<file path="src/rtl/if_id_stage.sv">
// Fetch front end: program counter, IF/ID pipeline register, load-use hazard detection,
// taken-branch flush and saturating debug event counters.
module if_id_stage #(
  parameter logic [63:0] PC_RESET  = 64'd0,
  parameter logic [31:0] NOP_INSTR = 32'hD503201F
) (
  input  logic        clk,
  input  logic        reset,
  input  logic [31:0] instr_IF,
  input  logic        br_taken,
  input  logic [63:0] br_target,
  input  logic        MemRead_IDEX,
  input  logic [4:0]  Rd_EX,
  input  logic        src_Rd_ID,
  output logic [63:0] pc_IF,
  output logic [31:0] instr_ID,
  output logic [63:0] pc_ID,
  output logic        valid_ID,
  output logic        stall,
  output logic [15:0] stall_cnt,
  output logic [15:0] flush_cnt
);

  logic [63:0] pc_if_q, pc_if_d;
  logic [31:0] instr_id_q, instr_id_d;
  logic [63:0] pc_id_q, pc_id_d;
  logic        valid_id_q, valid_id_d;
  logic [15:0] stall_cnt_q, stall_cnt_d;
  logic [15:0] flush_cnt_q, flush_cnt_d;

  logic [4:0] rn, rm, rt;
  logic       unused_tgt_bits;

  assign rn = instr_id_q[9:5];
  assign rm = instr_id_q[20:16];
  assign rt = instr_id_q[4:0];

  // Branch targets are word aligned; the low bits are dropped rather than trusted.
  assign unused_tgt_bits = ^br_target[1:0];

  // Rm is compared even for formats without it: a spurious stall is safe, a missed one is not.
  assign stall = MemRead_IDEX && valid_id_q && (Rd_EX != 5'd31) &&
                 ((rn == Rd_EX) || (rm == Rd_EX) || (src_Rd_ID && (rt == Rd_EX)));

  always_comb begin
    pc_if_d     = pc_if_q;
    instr_id_d  = instr_id_q;
    pc_id_d     = pc_id_q;
    valid_id_d  = valid_id_q;
    stall_cnt_d = stall_cnt_q;
    flush_cnt_d = flush_cnt_q;
    if (stall) begin
      // Branch decision in ID uses a stale operand while stalled, so it is ignored.
      if (stall_cnt_q != 16'hFFFF) stall_cnt_d = stall_cnt_q + 16'd1;
    end else if (br_taken) begin
      pc_if_d    = {br_target[63:2], 2'b00};
      instr_id_d = NOP_INSTR;
      pc_id_d    = pc_if_q;
      valid_id_d = 1'b0;
      if (flush_cnt_q != 16'hFFFF) flush_cnt_d = flush_cnt_q + 16'd1;
    end else begin
      pc_if_d    = pc_if_q + 64'd4;
      instr_id_d = instr_IF;
      pc_id_d    = pc_if_q;
      valid_id_d = 1'b1;
    end
  end

  always_ff @(posedge clk or negedge reset) begin
    if (!reset) begin
      pc_if_q     <= PC_RESET;
      instr_id_q  <= NOP_INSTR;
      pc_id_q     <= 64'd0;
      valid_id_q  <= 1'b0;
      stall_cnt_q <= 16'd0;
      flush_cnt_q <= 16'd0;
    end else begin
      pc_if_q     <= pc_if_d;
      instr_id_q  <= instr_id_d;
      pc_id_q     <= pc_id_d;
      valid_id_q  <= valid_id_d;
      stall_cnt_q <= stall_cnt_d;
      flush_cnt_q <= flush_cnt_d;
    end
  end

  assign pc_IF     = pc_if_q;
  assign instr_ID  = instr_id_q;
  assign pc_ID     = pc_id_q;
  assign valid_ID  = valid_id_q;
  assign stall_cnt = stall_cnt_q;
  assign flush_cnt = flush_cnt_q;

endmodule

</file>
<file path="config.mk">
export PLATFORM = sky130hd
export DESIGN_NAME = if_id_stage
export DESIGN_NICKNAME = d
export VERILOG_FILES = /design/src/rtl/if_id_stage.sv
export SDC_FILE = /design/constraint.sdc
export NUM_CORES = 1
export LEC_CHECK = 0
export CORE_ASPECT_RATIO = 0.6
export CORE_UTILIZATION = 45
export DETAILED_ROUTE_END_ITERATION = 16
export GPL_TIMING_DRIVEN = 0
export PLACE_DENSITY = 0.81
export SLEW_MARGIN = 20
export SYNTH_ARGS = -nofsm -noshare
export SYNTH_HDL_FRONTEND = slang
export SYNTH_SLANG_ARGS = --single-unit
</file>
<file path="constraint.sdc">
create_clock -name clk -period 4.7 [get_ports clk]
set_input_delay 0.705 -clock clk [delete_from_list [all_inputs] [get_ports clk]]
set_output_delay 0.705 -clock clk [all_outputs]
set_load 0.005 [all_outputs]
</file>
Word level (Yosys, flattened, before mapping). Index checks and enable logic that the tools add are counted.

Bits in registers: 193.

Eq/ne operators: 6. $add $sub $neg: 3. Reduce and logical (&&, ||, !) cells: 8. Multiplexer cells: 3. Bitwise operators: 1.

Operator list (number): adder 64 x 3 -> 64 bit (second input constant) (1); 2-to-1 mux 64 bit (1); adder 16 x 1 -> 16 bit (second input constant) (2); 2-to-1 mux 32 bit (1); inequality test 16 bit (second input constant) (2); equality test 5 bit (3); inequality test 5 bit (second input constant) (1); logical AND 1 bit (4); AND reduction 3 bit (1); logical OR 1 bit (2); AND reduction 2 bit (1); 2-to-1 mux 1 bit (1); inverter 1 bit (1).

Longest topological paths before layout.
Word-level depth: 6. Depth in mapped cells: 10.

Worst setup path before layout. Ideal clock, no wire load.

Path kind: input to output. From: input port Rd_EX[2]. To: output port stall. Path slack: 2.003 ns. Stages: 8. Data required time: 3.995 ns. Arrival time: 1.992 ns. Buffers on the path: 3. Cell sequence: xor2_1 > nor4_1 > nand3_1 > a31o_2 > inv_2 > buf_2 > buf_2 > buf_2.

Word-level cells in the longest chain between the ends: 4. Elaborated cells on any way between the ends: 9. Classes of those cells: 4 x eq/ne; 5 x reduce/logical.

RTL lines: from (decl) (line 13) `input logic [4:0] Rd_EX,`; equality test 5 bit (line 43) `((rn == Rd_EX) || (rm == Rd_EX) || (src_Rd_ID && (rt == Rd_EX)));`; logical OR 1 bit or logical AND 1 bit (tied branches) (line 43); logical OR 1 bit (line 43); logical AND 1 bit (*) (line 42) `assign stall = MemRead_IDEX && valid_id_q && (Rd_EX != 5'd31) &&`; to (decl) (line 19) `output logic stall,`.

Every way passes the cells marked *; elsewhere a longest branch is shown, timed or not.

Worst setup path after layout.
From: input port Rd_EX[3]. To: output port stall.

The elaborated chain is that of the path after synthesis.

==> flow_summary.json <==
{
  "routed_wl_mm": 36.0,
  "placementRows": 40,
  "crit_arrival_ps": 3570,
  "p_per_area_mw_per_mm2": 335,
  "ys_top_cells_by_count": "nand2_1 (283), dfrtp_1 (176), o21ai_0 (81)",
  "avgRoutedWirePerCell_um": 21.3,
  "min_path_type": "primary input to async pin",
  "antenna_left": 0,
  "vias": 10000,
  "ys_top_cells_by_area": "dfrtp_1 (47%), nand2_1 (11%), o21ai_0 (4.3%), dfstp_2 (3.6%), a21oi_1 (3.6%)",
  "ir_drop_uv": 283,
  "synthArstFlopShare_pct": 100,
  "ctsResizeCount": 0,
  "finClkSkew_ps": 12.7,
  "synthMuxAreaShare_pct": 0.781,
  "postCtsSetupBuffers": 0,
  "yosys_most_used_dff": "dfrtp_1",
  "clk_path_buf_depth": 2,
  "synth_warnings": 0,
  "synth_compound_area_share_pct": 14.8,
  "power_switching_share_pct": 30.2,
  "max-cap-violations": 0,
  "comb_power_share_pct": 22.2,
  "wl_met1_mm": 15.2,
  "cts-root-buf": "clkbuf_16",
  "initial_core_util_pct": 46.6,
  "r2r_start": "pc_IF[2]$_DFFE_PN0N_",
  "yosysUniqueCellTypes": 58,
  "wl_met2_mm": 15.1,
  "portBuffers": 292,
  "avgSynthCellArea_um2": 8.70,
  "setup_viol": 0,
  "syn_inst": 1087,
  "netlist_area_mm2": 0.00946,
  "cts_made_buffers": 17,
  "drt_iter0_drc": 1231,
  "power.internal_mw": 3.11,
  "post-synth-top-count-cell": "nand2_1",
  "min_period_over_period_pct": 91.0,
  "synth_top_family_by_area": "simple AND/OR/NAND/NOR gates",
  "grt_use_total_pct": 33.7,
  "area_delta_synth_final_pct": 40.9,
  "pre_cts_slack_ps": 446,
  "final_max_slew_viol_count": 0,
  "slew_headroom_pct": 38.9,
  "gp_routability_congestion": 0.966,
  "total_power_mw": 4.46,
  "crit_type": "primary input to output port",
  "outcome": "completed",
  "core_mm2": 0.0203,
  "synthAdderAreaFrac_pct": 0.397,
  "antenna_found_initial": 3,
  "drive_gt1_share_pct": 6.36,
  "synth_seq_cells": 189,
  "vias_per_cell": 5.92,
  "hold_viol": 0,
  "htree_num_levels": 4,
  "post-dp-hpwl_mm": 26.5,
  "ioPinCount": 300,
  "seqPwrFrac_pct": 46.2,
  "min_period_ps": 4280,
  "clock.fmax_ghz": 0.234,
  "drc": 0,
  "gr-total-overflow": 0,
  "regArea_mm2": 0.00475,
  "insertion_delay_ps": 440,
  "multi_input_area_mm2": 0.00432,
  "net-switching-power_mw": 1.35,
  "highest_layer": "met5",
  "die_area_mm2": 0.0216,
  "worst-path-max-fanout": 10,
  "clkSinkCount": 189,
  "clkTransAtPathRegs_ps": 70,
  "first_pass_iters": 5,
  "setup_ws_ps": 424,
  "reg2reg_slack_ps": 1860,
  "reg2reg_depth": 7,
  "final_nets": 1511,
  "cp.required_ps": 3990,
  "tightest_slew_ps": 908,
  "synth_top_cell_by_area": "dfrtp_1",
  "yosys.area_share.simple_pct": 25.5,
  "nFillCells": 1684,
  "ys_seq_area_share_pct": 50.2,
  "die_w_um": 189,
  "die_h_um": 114,
  "grt_pass1_vias": 9544,
  "hold_buffers": 0,
  "endpoint_kind": "output port",
  "synth_top_area_share_pct": 46.6,
  "clkPwrFrac_pct": 31.6,
  "grt_first_pass_wirelength_mm": 55.1,
  "p_leak_nw": 5.60,
  "timing.rr.end": "pc_IF[42]$_DFFE_PN0N_",
  "cts_tree": "built",
  "grt_max_degree": 99,
  "synth-xor-area-share_pct": 3.98,
  "synth-edff-count": 0,
  "rsz0062_at_grt": "no",
  "worst_setup_path_start_kind": "primary input",
  "met3_length_mm": 5.03
}
==> power by group through the flow <==
stage	Sequential, mW	Clock (mW)	Combinational (mW)
after floorplan	2.04	0	0.335
after global placement	2.07	0	0.960
after detailed placement	2.08	0	0.983
after CTS	2.05	1.41	0.987
after global routing	2.08	1.47	1.07
final	2.06	1.41	0.991
==> worst max-delay path by stage <==
stage	slack, ps	cells past startpoint	startpoint	end
final	420	10	Rd_EX[3]	stall
after detailed placement	450	10	Rd_EX[3]	stall
after CTS	460	10	Rd_EX[3]	stall
after global routing	310	10	Rd_EX[2]	stall
after floorplan	2000	8	Rd_EX[2]	stall
after global placement	-5180	1	reset	instr_ID[25]$_DFFE_PN0N_
==> worst max-delay path: stages <==
cell and delay (ps):
clkdlybuf4s50_1 530, xor2_1 220, nor4_1 260, nand3_1 110
a31o_2 250, inv_2 60, buf_2 250, buf_2 270
buf_2 340, clkdlybuf4s50_1 580
==> final cells by class <==
cell class / count / area share (%)
Inverter: 16 / 0.451
Multi-Input combinational cell: 806 / 32.4
Antenna cell: 1 / 0.0188
Timing Repair Buffer: 293 / 22.2
Clock inverter: 11 / 0.639
Clock buffer: 21 / 3.53
Buffer: 79 / 2.56
Tap cell: 273 / 2.56
Sequential cell: 189 / 35.6
==> kinds of logic (layout without fill, tap and decap cells) <==
family	count (synthesis)	count (layout)
xor+xnor	43	43
simple gates	518	518
mux	7	7
other cells	1	5
compound gates	231	231
buf+inv	95	420
flops	189	189
fa+ha+maj	3	3
==> metal layers <==
| layer | vias up | track usage, % |
|---|---|---|
| met2 | 635 | 48.0 |
| li1 | 4423 | - |
| met3 | 65 | 12.1 |
| met1 | 4879 | 48.2 |
| met4 | 4 | 9.35 |
| met5 | - | 0 |
==> flip-flops by register name, indices dropped and copies added, names as in the netlist <==
signal,cells
valid_ID,1
pc_IF,62
stall_cnt,16
flush_cnt,16
instr_ID,32
pc_ID,62
==> placed cells by master, fill, tap and decap left out, types with 4 or more instances in the layout <==
cell             count
a21oi_1             68
nand4_1             32
clkbuf_1            48
buf_1                6
o22ai_1              9
a31oi_1              7
and3_1              14
a2bb2oi_1            4
dfstp_2             13
a32oi_1             10
and4_1               8
inv_1               15
o21ai_0             81
mux2i_1              4
nor2_1              51
clkbuf_16           17
clkinv_4             4
a22oi_1              4
buf_4                5
nor3_1              23
nand2_1            283
and2_1               6
or4_1                5
o31ai_1              5
o211ai_1            10
dfrtp_1            176
nand3_1             64
o22a_1               6
nor4_1              13
xnor2_1             22
clkdlybuf4s50_1    291
buf_2               21
conb_1               4
o2bb2ai_1           13
xor2_1              21
==> through the flow <==
stage | setup TNS [ps] | cell area (µm²) | hold slack [ps] | std cells | utilization [%]
floorplan | 0 | 9470 | 409 | 1090 | -
global placement | -941860 | 12700 | 441 | 1655 | 62.8
detailed placement | 0 | 12800 | 443 | 1656 | 63.0
CTS | 0 | 13300 | 315 | 1688 | 65.7
global route | 0 | 13300 | 350 | 1688 | 65.7
finish | 0 | 13300 | 266 | 1689 | 65.7
(Power assumes the default switching activity.)
